==> src/rtl/oversample_phase_aligner.sv <==
// Recovers 2 data bits per clock from 8 phase-interleaved samples and picks the cleanest sample phase.
// Define PHASE_SEL_EXTERNAL_EN to take the phase select from phase_sel_in instead of the auto-tracking FSM.
module oversample_phase_aligner (
  input  logic       fastclock,
  input  logic       reset_i,
  input  logic [7:0] samples_i,
  input  logic       invert,
  input  logic [1:0] phase_sel_in,
  input  logic [7:0] stable_count_to_reset,
  input  logic [7:0] err_count_to_shift,
  output logic [1:0] phase_sel_out,
  output logic       phase_err,
  output logic       d0,
  output logic       d1
);

  logic [7:0] ii_p1;
  logic [7:0] id_p2;
  logic [3:0] eq_p2;
  logic [3:0] perr;
  logic [1:0] sel;
  logic       rising;
  logic       falling;
  logic       rising_p3;
  logic       falling_p3;

  function automatic logic [7:0] sat_inc(input logic [7:0] count, input logic [7:0] limit);
    return (count < limit) ? count + 8'd1 : count;
  endfunction

  // Stage 1/2: capture, normalise polarity, flag edges between neighbouring samples
  always_ff @(posedge fastclock) begin
    if (reset_i) begin
      ii_p1 <= 8'h00;
      id_p2 <= 8'h00;
      eq_p2 <= 4'h0;
    end else begin
      ii_p1    <= samples_i;
      id_p2    <= ii_p1 ^ 8'h55;
      eq_p2[0] <= (ii_p1[0] == ii_p1[1]) | (ii_p1[4] == ii_p1[5]);
      eq_p2[1] <= (ii_p1[1] == ii_p1[2]) | (ii_p1[5] == ii_p1[6]);
      eq_p2[2] <= (ii_p1[2] == ii_p1[3]) | (ii_p1[6] == ii_p1[7]);
      eq_p2[3] <= (ii_p1[3] == ii_p1[4]) | (id_p2[7] == ii_p1[0]);
    end
  end

  assign perr = eq_p2 | {eq_p2[2:0], eq_p2[3]};

  always_comb begin
    falling = id_p2[0];
    rising  = id_p2[4];
    case (sel)
      2'b00: begin falling = id_p2[0]; rising = id_p2[4]; end
      2'b01: begin falling = id_p2[1]; rising = id_p2[5]; end
      2'b11: begin falling = id_p2[2]; rising = id_p2[6]; end
      2'b10: begin falling = id_p2[3]; rising = id_p2[7]; end
    endcase
  end

  // Stage 3/4: selected bits and phase error, then output register
  always_ff @(posedge fastclock) begin
    if (reset_i) begin
      rising_p3  <= 1'b0;
      falling_p3 <= 1'b0;
      phase_err  <= 1'b0;
      d0         <= 1'b0;
      d1         <= 1'b0;
    end else begin
      rising_p3  <= rising ^ invert;
      falling_p3 <= falling ^ invert;
      phase_err  <= perr[sel];
      d0         <= rising_p3;
      d1         <= falling_p3;
    end
  end

`ifdef PHASE_SEL_EXTERNAL_EN
  logic [1:0] sel_ext;
  logic       unused_thr;

  assign unused_thr = ^{stable_count_to_reset, err_count_to_shift};

  always_ff @(posedge fastclock) begin
    if (reset_i) begin
      sel_ext <= 2'b00;
    end else begin
      sel_ext <= phase_sel_in;
    end
  end

  assign sel           = sel_ext;
  assign phase_sel_out = sel_ext;
`else
  localparam logic [1:0] PH_A = 2'b00;
  localparam logic [1:0] PH_B = 2'b01;
  localparam logic [1:0] PH_C = 2'b11;
  localparam logic [1:0] PH_D = 2'b10;

  logic [7:0] stable_count;
  logic [7:0] err_count;
  logic       link_stable;
  logic       vote;
  logic [1:0] sm;
  logic [1:0] sm_last;
  logic [1:0] sm_next;
  logic       unused_sel;

  assign unused_sel = ^phase_sel_in;

  // An edge on the early side of the current phase moves it one step later, and vice versa
  always_comb begin
    sm_next = sm;
    if (vote) begin
      case (sm)
        PH_A: if (eq_p2[0]) sm_next = PH_D; else if (eq_p2[3]) sm_next = PH_B;
        PH_B: if (eq_p2[1]) sm_next = PH_A; else if (eq_p2[0]) sm_next = PH_C;
        PH_C: if (eq_p2[2]) sm_next = PH_B; else if (eq_p2[1]) sm_next = PH_D;
        PH_D: if (eq_p2[3]) sm_next = PH_C; else if (eq_p2[2]) sm_next = PH_A;
      endcase
    end
  end

  always_ff @(posedge fastclock) begin
    if (reset_i) begin
      stable_count <= 8'd0;
      err_count    <= 8'd0;
      link_stable  <= 1'b0;
      vote         <= 1'b0;
      sm           <= PH_A;
      sm_last      <= PH_A;
    end else begin
      stable_count <= phase_err ? 8'd0 : sat_inc(stable_count, stable_count_to_reset);
      link_stable  <= (stable_count == stable_count_to_reset);
      sm_last      <= sm;
      vote         <= (err_count == err_count_to_shift);
      if (link_stable || (sm_last != sm)) begin
        err_count <= 8'd0;
      end else if (phase_err) begin
        err_count <= sat_inc(err_count, err_count_to_shift);
      end
      sm <= sm_next;
    end
  end

  assign sel           = sm;
  assign phase_sel_out = sm;
`endif

endmodule

==> config.mk <==
export PLATFORM = sky130hd
export DESIGN_NAME = oversample_phase_aligner
export DESIGN_NICKNAME = d
export VERILOG_FILES = /design/src/rtl/oversample_phase_aligner.sv
export SDC_FILE = /design/constraint.sdc
export NUM_CORES = 1
export LEC_CHECK = 0
export ABC_AREA = 1
export CAP_MARGIN = 25
export CELL_PAD_IN_SITES_DETAIL_PLACEMENT = 1
export CELL_PAD_IN_SITES_GLOBAL_PLACEMENT = 1
export CORE_MARGIN = 1
export CORE_UTILIZATION = 35
export DETAILED_ROUTE_END_ITERATION = 8
export GPL_ROUTABILITY_DRIVEN = 0
export PLACE_DENSITY_LB_ADDON = 0.1
export SYNTH_ARGS = -nofsm -noshare
export SYNTH_HDL_FRONTEND = slang
export SYNTH_SLANG_ARGS = --single-unit
==> constraint.sdc <==
create_clock -name fastclock -period 1.46 [get_ports fastclock]
set_input_delay 0.219 -clock fastclock [delete_from_list [all_inputs] [get_ports fastclock]]
set_output_delay 0.219 -clock fastclock [all_outputs]
set_load 0.05 [all_outputs]
==> Yosys cells after proc, flatten, opt, wreduce, memory -nomap -nowiden <==
Cells that the tools add are included.
Widths: inputs -> output; s select.
{ "classes": {"n_lt_le_gt_ge": 3, "reduce_logical": 6, "mux": 13, "eq_ne": 18, "add_sub_neg": 2, "bitwise_logic": 8} }
{ "ops": {"columns": ["cell", "count"], "rows": [
  ["$add 8x1->8 const B", 2],
  ["$eq 8x8->1", 2],
  ["$lt 8x8->1", 2],
  ["$mux 2", 8],
  ["$ne 3x3->1 const B", 4],
  ["$eq 1x1->1", 8],
  ["$pmux 1 s4", 2],
  ["$pmux 2 s4", 1],
  ["$reduce_and 5->1", 1],
  ["$eq 2x2->1 const B", 2],
  ["$not 4->4", 1],
  ["$or 1x1->1", 4],
  ["$or 4x4->4", 1],
  ["$reduce_or 2->1", 2],
  ["$lt 2x3->1 const B", 1],
  ["$bmux 1 s2", 1],
  ["$eq 2x1->1 const B", 1],
  ["$logic_not 2->1", 1],
  ["$ne 2x2->1", 1],
  ["$reduce_and 2->1", 1],
  ["$xor 1x1->1", 2],
  ["$logic_or 1x1->1", 1],
  ["$mux 1", 1]
]} }
{ "totals": {"regBits": 47, "out_inout_bits": 5, "inputBits": 29, "word_cells": 64} }

==> Longest topological paths before layout <==
Gate-level depths: netlist of run 1.
{ "logic_depth": {"ltp_word": 3, "ltp_mapped": 13, "mapped_depth_nobuf": 12} }

==> Least setup slack after synthesis of run 1 <==
Ideal clock, no wire load.
{ "synth_timing": {"path_type": "register -> register", "from": "reg sm[1], in the netlist phase_sel_out[1]", "to": "reg sm[0], in the netlist phase_sel_out[0]", "slack_ns": -0.089, "n_path_buf": 0, "t_required_ns": 1.339, "path_stages_with_launch": 8, "setup_ns": 0.121, "period_less_slack_ns": 1.549, "arrival_time_ns": 1.428, "cell_sequence": "dfxtp_1 inv_1 nor2_1 nand2_1 nand2_1 nor2_1 o21ai_0 a21oi_1"} }
{ "synth_between": {"elab_chain_len": 3, "word_cells_on_any_way": 10, "cone_classes": "7 x eq/ne; 1 x mux; 2 x reduce/logical"} }
{ "synth_rtl": {"columns": ["element", "line", "text"], "rows": [
  ["start, declared", "103", "logic [1:0] sm;"],
  ["start signal, assigned", "141", "sm <= sm_next;"],
  ["$eq 2x2->1, or another cell as far along", "114", "case (sm)"],
  ["$ne 3x3->1 (no source line)", null, null],
  ["$reduce_and 5->1 (no source line)", null, null]
]} }
Several ways; a longest one is shown, not always the timed one.
A chain may end at the register's enable or synchronous reset.

==> Worst setup path after layout of run 1 <==
{ "layout_timing": {"from": "in stable_count_to_reset[4]", "to": "reg stable_count[1]"} }
{ "layout_between": {"elab_chain_len": 1} }
{ "layout_rtl": {"columns": ["element", "line", "text"], "rows": [
  ["start, declared", "9", "input logic [7:0] stable_count_to_reset,"],
  ["$lt 8x8->1", "28", "return (count < limit) ? count + 8'd1 : count;"],
  ["end signal, assigned", "132", "stable_count <= phase_err ? 8'd0 : sat_inc(stable_count, stable_count_to_reset);"],
  ["end, declared", "99", "logic [7:0] stable_count;"]
]} }
No other way between the ends.

==> results of run 1 <==
-- routing by layer --
layer / up-vias / track usage, % / wire length (µm)
met5: - / 0 / 0
met4: 0 / 6.667 / 114
met3: 12 / 2.887 / 155
met2: 39 / 32.95 / 3354
met1: 1104 / 21.34 / 2793
li1: 1238 / - / -
-- worst max path at each step --
stage / cells past startpoint / to / start / slack, ns
6_report: 10 / stable_count[1] / stable_count_to_reset[4] / -0.004
3_3_place_gp: 11 / stable_count[5] / stable_count_to_reset[1] / -0.42
4_1_cts: 13 / stable_count[5] / stable_count_to_reset[3] / 0.002
3_5_place_dp: 10 / err_count[0] / err_count_to_shift[7] / -0.52
5_1_grt: 12 / stable_count[1] / stable_count[0] / -0.06
2_1_floorplan: 9 / stable_count[1] / stable_count[3] / 0.04
-- critical path, delay by kind of cell --
| kind | cells | cell delay [ns] |
|---|---|---|
| and+or+nand+nor | 6 | 0.53 |
| adders and majority gates | 1 | 0.32 |
| buffers and inverters | 3 | 0.59 |
-- cells in the mapped netlist (all sizes together), types with 2 or more instances --
cell type / number
dfxtp: 47
nand3: 22
xor2: 11
nor2: 62
clkbuf: 2
o21ai: 11
ha: 18
inv: 65
a21o: 2
nand4: 6
nor3: 6
nand2: 75
buf: 3
a21oi: 17
-- timing repair --
action | CTS | global route
endpoints found under the setup margin | 16 | 18
resized for setup | 48 | 55
endpoints found under the hold margin | 0 | 0
pin swaps | 27 | 22
gates cloned | 1 | 0
hold buffers | 0 | 0
buffers inserted | 0 | 1
-- logic make-up after synthesis --
group,synth area share [%]
xor gates and xnor gates,4.273
DFF,38.25
and+or+nand+nor,29.91
buffers and inverters,11.04
adders and majority gates,9.156
AOI/OAI and AO/OA,7.376
-- metrics by stage --
stage / setup WS [ns] / hold slack [ns] / std cells
6_report: -0.003748 / 0.4102 / 522
3_5_place_dp: -0.5226 / 0.4017 / 512
2_1_floorplan: 0.04414 / 0.3260 / 353
5_1_grt: -0.06447 / 0.4248 / 522
4_1_cts: 0.001508 / 0.4026 / 521
3_3_place_gp: -0.4240 / 0.4027 / 512
-- sequential cells by signal, indices dropped and copies added (netlist names) --
register	cells
d0	1
eq_p2	4
ii_p1	8
d1	1
id_p2	8
falling_p3	1
rising_p3	1
stable_count	8
err_count	8
sm_last	2
phase_sel_out	2
phase_err	1
link_stable	1
vote	1
-- power by group --
part | internal, W | switching, W | leakage [nW]
registers | 0.00134 | 0.0000436 | 0.393
clock network | 0.000362 | 0.000509 | 0.0511
logic | 0.000229 | 0.000224 | 1.32
-- final cells by class --
type                       instances  area (µm²)  area share (%)
clock inverter                     3       28.78          0.7928
sequential                        47       963.4           26.54
timing repair buffer              70       653.1           17.99
clock buffer                       5       68.82           1.896
tap                               96       120.1           3.309
inverter                          65       244.0           6.722
multi-input combinational        236        1551           42.74
==> flow_metrics.tcl, run 1 <==
set metrics [dict create \
    grt_setup_unrepaired "true" \
    postSynthRegisterBits 47 \
    irDropWorstVdd_uv 391.1 \
    worst_path_max_delay_cell "clkdlybuf4s50_1" \
    finalCriticalPeriod_ns 1.464 \
    global_route_congestion_overflow_total 0 \
    synth_warnings 0 \
    io_buffer_count 31 \
    critical_path.max_fanout 9 \
    grt_start_max_net_pins 22 \
    clkLatencyLatePin_ns 0.31 \
    antenna_violations_before_repair 0 \
    drive_gt1_share_pct 30.75 \
    synth-main-ff-cell "dfxtp_1" \
    final_net_count 472 \
    power-per-cell-area_nw_per_um2 744.7 \
    synth_area_leader_cell "dfxtp_1" \
    drt-vias-per-instance 4.584 \
    synth-edff-count 0 \
    cts_buffers 5 \
    ys_top_cells_by_area "dfxtp_1 (38%), nand2_1 (11%), inv_1 (9.8%)" \
    floorplan.die_area_um2 7368 \
    outcome "finished, violations left" \
    startpoint_type "input pin" \
    setup_ws_ns -0.003748 \
    floorplan.die.width_um 85.84 \
    core_region_area_um2 6794 \
    tns_ns -0.003748 \
    power.total_w 0.002703 \
    root_buffer "clkbuf_8" \
    finish.instance_area_um2 3630 \
    layout.cells.most_common_list "nand2_1 (57), nor2_1 (55), inv_1 (51)" \
    critPathCaptureType "flip-flop" \
    relSlewSlack_pct 78.15 \
    routed_wl_um 6418 \
    initial_core_util_pct 36.21 \
    first_pass_grt_wire_length_um 10610 \
    worst_setup_hold_path_clk_slew_ns 0.10 \
    place_hpwl_um 4737 \
    final_util_pct 53.43 \
    drt_pre_antenna_iters 4 \
    required_ns 1.66 \
    rrSetupSlack_ns 0.02 \
    failed_checks "negative setup slack" \
    globalRouteTotalUtil_pct 18.09 \
    detailroute.via_count 2393 \
    yosysUniqueCellTypes 26 \
    first_iter_violations 22 \
    timing.final.crit_share_pct 100.3 \
    area_growth_pct 47.56 \
    startpoint_of_the_tightest_hold_check_path "samples_i[2]" \
    die_y_um 85.84 \
    tritoncts_clock_tree "yes" \
    total_of_fill_cells_in_the_finished_design 837 \
    pin_count 34 \
    worst-setup-path-type "in -> reg" \
    slew_viol_final 0 \
    drv.max_cap_violation_count 0 \
    vias_in_the_first_global_route 2418 \
    syn_inst 353 \
    synth.yosys.seq_area_share_pct 38.25 \
    reg2reg_to "stable_count[5]" \
    yosys.area.top_type_share_pct 38.25 \
    route.detailed.drc 0 \
    avgSynthCellArea_um2 6.968 \
    syn_area_um2 2460 \
    placement_rows 30 \
    worst_hold_path_type "in -> reg" \
    worst_path_largest_cell_delay_ns 0.47 \
    timing.clock.skew_ns 0.008041 \
    cts.path.max_buffers 2 \
    leakage_nw 1.768 \
    final_common_cell "nand2_1" \
    wl_per_cell_um 12.30 \
    cts.sink_count 47 \
    timing_worst_slew_pin_value_ns 0.3265 \
    critical_path.cell_chain "clkdlybuf4s50_1 -> inv_1 -> ha_2 -> nand2_2 -> nor2_4 -> nand2_4 -> nand2_4 -> inv_1 -> nor2_1 -> nor2_1" \
    worst_ep_arrival_time_ns 1.67 \
    ant_nets 0 \
    placed_area_um2 3171 \
    h-tree-depth 2 \
    setup_viol 1 \
    critical_path.reg2reg.startpoint "stable_count[7]" \
    hold_path_depth 3 \
    synth.net_count 400 \
    antenna_cells_inserted 0 \
    highest_clock_rate_mhz 683.2 \
    final-hold-violation-count 0 \
    ys_async_sr_fraction_pct 0 \
    timing.reg2reg.worst_path_depth 8 \
    min_delay_worst_endpoint "ii_p1[2]" \
]
(Power assumes the default switching activity.)
==> run 2, diff against run 1 <==
SETUP_SLACK_MARGIN = 0.5   (was not set)
SLEW_MARGIN = 20   (was not set)
==> run 2 against run 1 <==
  * The run still ends with negative setup slack left
  * Global-route usage increased by 1.2 points
  * Sequential power about the same
  * Register-to-register slack got worse by 0.06 ns
  * Clock power increased by 7.6%
  * Highest routed layer unchanged
  * Via count increased by 2.7%
  * Die area unchanged
  * Critical path depth decreased by 2
  * Count of clock-buffer cells in the layout increased by 1
  * Core utilization increased by 5.1 points
  * Cell count increased by 1.7%
==> flow_metrics.tcl, run 2 (synthesis results as in run 1) <==
set metrics [dict create \
    outcome "finished, violations left" \
    failed_checks "negative setup slack" \
    ant_nets 0 \
    cts.sink_count 47 \
    drt-vias-per-instance 4.627 \
    timing.critical_path.to "stable_count[5]" \
    die_y_um 85.84 \
    critical_path.max_fanout 5 \
    detailroute.via_count 2457 \
    vias_in_the_first_global_route 2521 \
    worst_setup_hold_path_clk_slew_ns 0.09 \
    power.total_w 0.002785 \
    grt_setup_unrepaired "true" \
    placed_area_um2 3291 \
    cts_buffers 5 \
    total_of_fill_cells_in_the_finished_design 804 \
    multiInputGateArea_um2 1763 \
    clkLatencyLatePin_ns 0.31 \
    final_util_pct 58.56 \
    irDropWorstVdd_uv 516.0 \
    setup_ws_ns -0.03670 \
    crit_start "stable_count[5]" \
    met3_length_um 154 \
    final_net_count 481 \
    worst_hold_path_type "in -> reg" \
    tritoncts_clock_tree "yes" \
    rrSetupSlack_ns -0.04 \
    timing.clock.skew_ns 0.004825 \
    worst_path_max_delay_cell "dfxtp_4" \
    timing.critical_path.depth 8 \
    startpoint_type "flip-flop" \
    cts.path.max_buffers 2 \
    io_buffer_count 31 \
    critical_path.cell_chain "ha_4 -> a21oi_4 -> nor2_4 -> nor2_4 -> buf_6 -> nand2_8 -> o21ai_1 -> nor2_2" \
    relSlewSlack_pct 73.75 \
    h-tree-depth 2 \
    initial_core_util_pct 36.21 \
    floorplan.die_area_um2 7368 \
    grt_start_max_net_pins 24 \
    cts.hold.buffers_added 0 \
    antenna_violations_before_repair 0 \
    cp_top_family "flip-flops" \
    power-per-cell-area_nw_per_um2 700.0 \
    layout.cells.most_common_list "nor2_1 (49), nand2_1 (47), inv_1 (45)" \
    wl_per_cell_um 13.40 \
    setup_viol 1 \
    core_region_area_um2 6794 \
    worst-setup-path-type "reg -> reg" \
    area_growth_pct 61.75 \
    globalRouteTotalUtil_pct 19.28 \
    path_buf_inv 1 \
    final-seq-area_um2 979.7 \
    critPathCaptureType "flip-flop" \
    final_common_cell "nor2_1" \
    slew_viol_final 0 \
    drive_gt1_share_pct 41.84 \
    routed_wl_um 7114 \
    first_pass_grt_wire_length_um 11210 \
    highest-signal-layer "met4" \
    highest_clock_rate_mhz 668.1 \
    drt_pre_antenna_iters 4 \
    final-hold-violation-count 0 \
    root_buffer "clkbuf_8" \
    required_ns 1.67 \
    placement_rows 30 \
    critical_path.reg2reg.startpoint "stable_count[5]" \
    worst_ep_arrival_time_ns 1.70 \
    tns_ns -0.03670 \
    first_iter_violations 40 \
    route.detailed.drc 0 \
    global_route_congestion_overflow_total 0 \
    place_hpwl_um 4790 \
    detail_route.wirelength.met1_um 3153 \
    detailroute.wirelength.met2_um 3686 \
    timing.final.crit_share_pct 102.5 \
    antenna_cells_inserted 0 \
    cp_common_cell "nor2_4" \
    timing_worst_slew_pin_value_ns 0.3923 \
    timing.reg2reg.worst_path_depth 8 \
    finish.instance_area_um2 3979 \
    finalCriticalPeriod_ns 1.497 \
    floorplan.die.width_um 85.84 \
    worst_path_largest_cell_delay_ns 0.36 \
    reg2reg_to "stable_count[5]" \
    pin_count 34 \
    drv.max_cap_violation_count 0 \
    leakage_nw 1.823 \
]
-- run 2: per-layer routing --
metal  vias to the layer above  track usage [%]
met4                         0            5.909
met2                        34            36.15
met1                      1156            22.39
met5                         -                0
li1                       1258                -
met3                         9            3.080
-- run 2: area by class of cell --
type | instances | share of cell area [%]
Multi-Input combinational cell | 237 | 44.31
Clock inverter | 2 | 0.4088
Inverter | 65 | 6.258
Sequential cell | 47 | 24.62
Timing Repair Buffer | 78 | 19.03
Clock buffer | 6 | 2.358
Tap cell | 96 | 3.019
-- run 2: worst register-to-register path: cells and delay by family (launching register included) --
family                   cells  cell delay (ns)
buffers and inverters        1             0.15
AND/OR/NAND/NOR              4             0.31
AO/OA/AOI/OAI                2             0.34
flip-flops                   1             0.36
adder cells (fa/ha/maj)      1             0.22
-- run 2: per-stage QoR --
step	std cells	hold WS, ns	worst slack (ns)
global route	531	0.4247	-0.1080
finish	531	0.4154	-0.03670
detailed placement	505	0.4231	-0.3989
CTS	526	0.4070	0.02859
floorplan	353	0.3260	0.1619
global placement	505	0.4167	-0.3749
-- run 2: worst min path at each step --
stage | from | end | slack [ns] | cells after the start
floorplan | samples_i[0] | ii_p1[0] | 0.33 | 2
global placement | falling_p3 | d1 | 0.42 | 2
detailed placement | falling_p3 | d1 | 0.42 | 2
CTS | samples_i[0] | ii_p1[0] | 0.41 | 3
global route | samples_i[5] | ii_p1[5] | 0.42 | 3
finish | samples_i[0] | ii_p1[0] | 0.42 | 3
-- run 2: report_power, final --
group / switching (W) / internal, W
clock network: 0.000489 / 0.000448
logic: 0.000233 / 0.000227
registers: 0.0000562 / 0.00133
-- run 2: repair_timing --
| item | CTS | global route |
|---|---|---|
| endpoints found under the hold margin | 0 | 0 |
| buffers inserted | 11 | 5 |
| gates cloned | 2 | 0 |
| pin swaps | 41 | 35 |
| gates resized for setup | 102 | 44 |
| endpoints found under the setup margin | 52 | 28 |
==> patch 1 (config.mk and constraints of run 2) <==
Remove the register `d1`: a continuous assignment takes its place, so the output `d1` follows one clock earlier.
--- a/src/rtl/oversample_phase_aligner.sv
+++ b/src/rtl/oversample_phase_aligner.sv
@@ -65,5 +65,4 @@
       phase_err  <= 1'b0;
       d0         <= 1'b0;
-      d1         <= 1'b0;
     end else begin
       rising_p3  <= rising ^ invert;
@@ -71,7 +70,8 @@
       phase_err  <= perr[sel];
       d0         <= rising_p3;
-      d1         <= falling_p3;
     end
   end
+
+  assign d1 = falling_p3;
 
 `ifdef PHASE_SEL_EXTERNAL_EN
Function: changed (Yosys sat finds a counterexample within 4 cycles, from zero or initial values and one cycle with reset_i high).
==> patch 1 against run 2 <==
  * Highest routed layer unchanged
  * Wire length grew 9.3%
  * Fmax is 2.2% lower
  * Via count increased by 1.3%
  * Utilization is 3.1 points higher
  * Area after synthesis is 0.86% lower
  * Final area up 4.7%
  * Worst setup slack worse by 34 ps
  * Power fell by 3.5%
  * The run still ends with negative setup slack left
  * Sequential cell count down 1
==> patch 1: results <==
{
  "hpwl_microns": 4750,
  "total_leakage_power_nw": 1.92,
  "p_per_area_nw_per_um2": 645,
  "async_reset_ff_share_pct": 0,
  "clkPwrFrac_pct": 30.2,
  "path_delay_family": "simple AND/OR/NAND/NOR gates",
  "hold_depth": 2,
  "dpl_worst_slack_ps": -426,
  "status": "finished with violations",
  "arrival_ps": 1770,
  "p_comb_share_pct": 19.1,
  "regArea_sq_um": 960,
  "dpl_cell_area_sq_um": 3250,
  "reg2reg_to": "err_count[3]",
  "layout_setup_ws_ps": -70.7,
  "yosys-top-cells-area": "dfxtp_1, nand2_1, ha_1",
  "syn_nets": 395,
  "ir_worst_vdd_v": 0.000386,
  "tightest_slew_ps": 391,
  "setup_viol": 9,
  "instances_no_fill": 511,
  "finClkSkew_ps": 8.13,
  "p_int_mw": 1.89,
  "avgSynthCellArea_sq_um": 7.01,
  "crit-reg2reg-launch": "err_count[3]",
  "synthAdderAreaFrac_pct": 9.24,
  "fillCellCount": 775,
  "grt_pass1_wl_microns": 12300,
  "grt_pass1_vias": 2661,
  "violations": "negative setup slack",
  "drive_above_1_share_pct": 48.7,
  "synth_cell_type_count": 26,
  "final_nets": 477,
  "min_to": "d0",
  "hp-start": "rising_p3",
  "yosysWarnings": 0,
  "ys_top_cells_by_count": "nand2_1, inv_1, nor2_1, dfxtp_1, nand3_1",
  "placed_cells": 480,
  "synth-compound-area-share_pct": 7.80,
  "tns_ps": -321,
  "grt_max_degree": 22,
  "grt_usage_pct": 21.2,
  "fin_hold_ws_ps": 414,
  "clk_pin_slew_ps": 100,
  "routedWlPerCell_microns": 15.2,
  "num_vias": 2489,
  "synthXorXnorAreaFrac_pct": 4.31,
  "first_iter_violations": 44
}
==> patch 1: logic make-up (layout without fill, tap and decap cells) <==
family,Yosys count,in the layout
xor gates and xnor gates,12,12
adders and majority gates,18,18
AOI/OAI and AO/OA,34,34
and+or+nand+nor,171,172
buffers and inverters,67,149
DFF,46,46
==> patch 1: metal layers <==
layer  routed length, microns  part of all wire, %  vias up  track usage (%)
li1                         -                    -     1250                -
met5                        0                    0        -                0
met2                     4150                   53       42             39.6
met3                      168                  2.2       15             3.11
met4                      147                  1.9        0             5.00
met1                     3310                   43     1182             25.4
==> patch 1: final cells by class <==
class                      count  share of cell area [%]
clock inverter                 3                   0.511
clock buffer                   5                    1.65
inverter                      62                    6.01
multi-input combinational    236                    46.6
timing repair buffer          79                    19.8
sequential                    46                    23.0
tap                           80                    2.40
==> patch 1: what timing repair did <==
item                                    in CTS  in global routing
cloned                                       3                  0
endpoints found under the hold margin        0                  0
endpoints found under the setup margin      49                 49
pin swaps                                   47                 41
resized for setup                          127                 59
buffers inserted                            17                  3
==> patch 2 (flow settings as in run 2) <==
Without the edit above. Build with the macro `PHASE_SEL_EXTERNAL_EN` defined.
--- a/src/rtl/oversample_phase_aligner.sv
+++ b/src/rtl/oversample_phase_aligner.sv
@@ -1,4 +1,6 @@
 // Recovers 2 data bits per clock from 8 phase-interleaved samples and picks the cleanest sample phase.
 // Define PHASE_SEL_EXTERNAL_EN to take the phase select from phase_sel_in instead of the auto-tracking FSM.
+`define PHASE_SEL_EXTERNAL_EN
+
 module oversample_phase_aligner (
   input  logic       fastclock,
Behaviour: not the same (Yosys sat finds a counterexample within 4 cycles, from zero or initial values and one cycle with reset_i high).
==> patch 2 against run 2 <==
  * Sequential cell count is 20 lower
  * Worst setup slack better by 340 ps
  * Final area decreased by 67%
  * Count of clock-buffer cells in the layout shrank 3
  * Combinational power down 54%
  * Wire length decreased by 72%
  * First-iteration DRC count fell by 80%
  * Highest routed layer unchanged
  * Area after synthesis decreased by 62%
  * Largest power group unchanged
  * Power is 52% lower
==> patch 2: results <==
{
  "max_stage_delay_ps": 400,
  "worstHoldPathType": "primary input to flop",
  "arrival_ps": 1390,
  "endpoint": "rising_p3",
  "wirelength_microns": 1960,
  "total_leakage_power_nw": 0.637,
  "power.share.switching_pct": 25.9,
  "grt_pass1_wl_microns": 2760,
  "cts_buffers": 3,
  "grt_util_met3_pct": 2.54,
  "maxUsedRoutingLayer": "met4",
  "diodes": 0,
  "yosysWarnings": 0,
  "antenna_found_initial": 0,
  "grt_max_degree": 16,
  "met2_usage_pct": 25.7,
  "yosys-top-cells-area": "dfxtp_1, nor2_1, inv_1",
  "dr.pass1.iters": 3,
  "clk_pin_slew_ps": 140,
  "layout_setup_ws_ps": 299,
  "synth_cell_type_count": 12,
  "num_vias": 750,
  "gr-usage-met1_pct": 15.3,
  "drt-vias-per-instance": 4.41,
  "dr_wl_met3_microns": 62,
  "ys_top_cells_by_count": "dfxtp_1, nor2_1, inv_1, nand2_1",
  "first_iter_violations": 8,
  "dpl_worst_slack_ps": 249,
  "grt_usage_pct": 13.8,
  "fillCellCount": 300,
  "htree_levels": 1,
  "io_buffers": 17,
  "wl_met2_microns": 1130,
  "placed_cells": 160,
  "cts-root-buf": "clkbuf_4",
  "synth_cells": 113,
  "yosysSeqAreaShare_pct": 57.8,
  "drive_above_1_share_pct": 25.7,
  "insertion_delay_ps": 320,
  "met1_length_microns": 751,
  "crit-reg2reg-launch": "phase_sel_out[0]",
  "slowest_stage": "dfxtp_4",
  "status": "finished, final reports clean",
  "hold_viol_final": 0,
  "grt_pass1_vias": 652,
  "path_max_fanout": 6,
  "syn_nets": 142,
  "maxSlewHeadroom_pct": 87.0,
  "setup_viol": 0,
  "finClkSkew_ps": 7.56,
  "top_regs": "id_p2 x8, ii_p1 x8, eq_p2 x4",
  "hpwl_microns": 1380,
  "worstRegToRegCells": 5,
  "ir_worst_vdd_v": 0.000545,
  "clockBufferDepth": 2,
  "dpl_cell_area_sq_um": 1180,
  "final_nets": 170
}
-- patch 2: timing repair --
action	in CTS	in global routing
setup buffers	5	1
cloned	0	0
resized for setup	7	12
pin swaps	0	6
endpoints found under the setup margin	7	8
-- patch 2: kinds of logic (layout without fill, tap and decap cells) --
group / Yosys count / in the layout / share of synthesized area, %
AND/OR/NAND/NOR: 44 / 44 / 19.1
XOR/XNOR: 8 / 8 / 7.49
buffers and inverters: 25 / 52 / 10.7
flip-flops: 27 / 27 / 57.8
AO/OA/AOI/OAI: 9 / 9 / 4.95
-- patch 2: power by group through the flow --
| stage | Combinational, mW | Clock [mW] | Sequential [mW] |
|---|---|---|---|
| after floorplan | 0.0748 | 0 | 0.854 |
| after CTS | 0.198 | 0.323 | 0.815 |
| final | 0.212 | 0.311 | 0.817 |
| after global placement | 0.172 | 0 | 0.830 |
| after detailed placement | 0.179 | 0 | 0.832 |
| after global routing | 0.232 | 0.362 | 0.824 |
-- patch 2: final cells by class --
class	count	area, sq um	share of cell area (%)
clock inverters	1	5.00	0.381
repair buffers	26	277	21.0
clock buffers	3	22.5	1.71
multi-input cells	61	334	25.4
flip-flops and latches	27	552	42.0
inverters	22	87.6	6.66
well taps	30	37.5	2.85
-- patch 2: worst min path at each step --
stage                         start          endpoint  slack (ps)  cells past startpoint
floorplan           phase_sel_in[0]  phase_sel_out[0]         320                      2
global placement         falling_p3                d1         400                      2
detailed placement        rising_p3                d0         400                      2
CTS                 phase_sel_in[0]  phase_sel_out[0]         390                      3
global route           samples_i[1]          ii_p1[1]         380                      3
finish                 samples_i[1]          ii_p1[1]         390                      3
-- patch 2: worst max-delay path, delay by kind of cell (launching register included) --
kind                   cells  cell delay, ps
buffers and inverters      1             150
and+or+nand+nor            3             360
DFF                        1             400
AOI/OAI and AO/OA          1             170
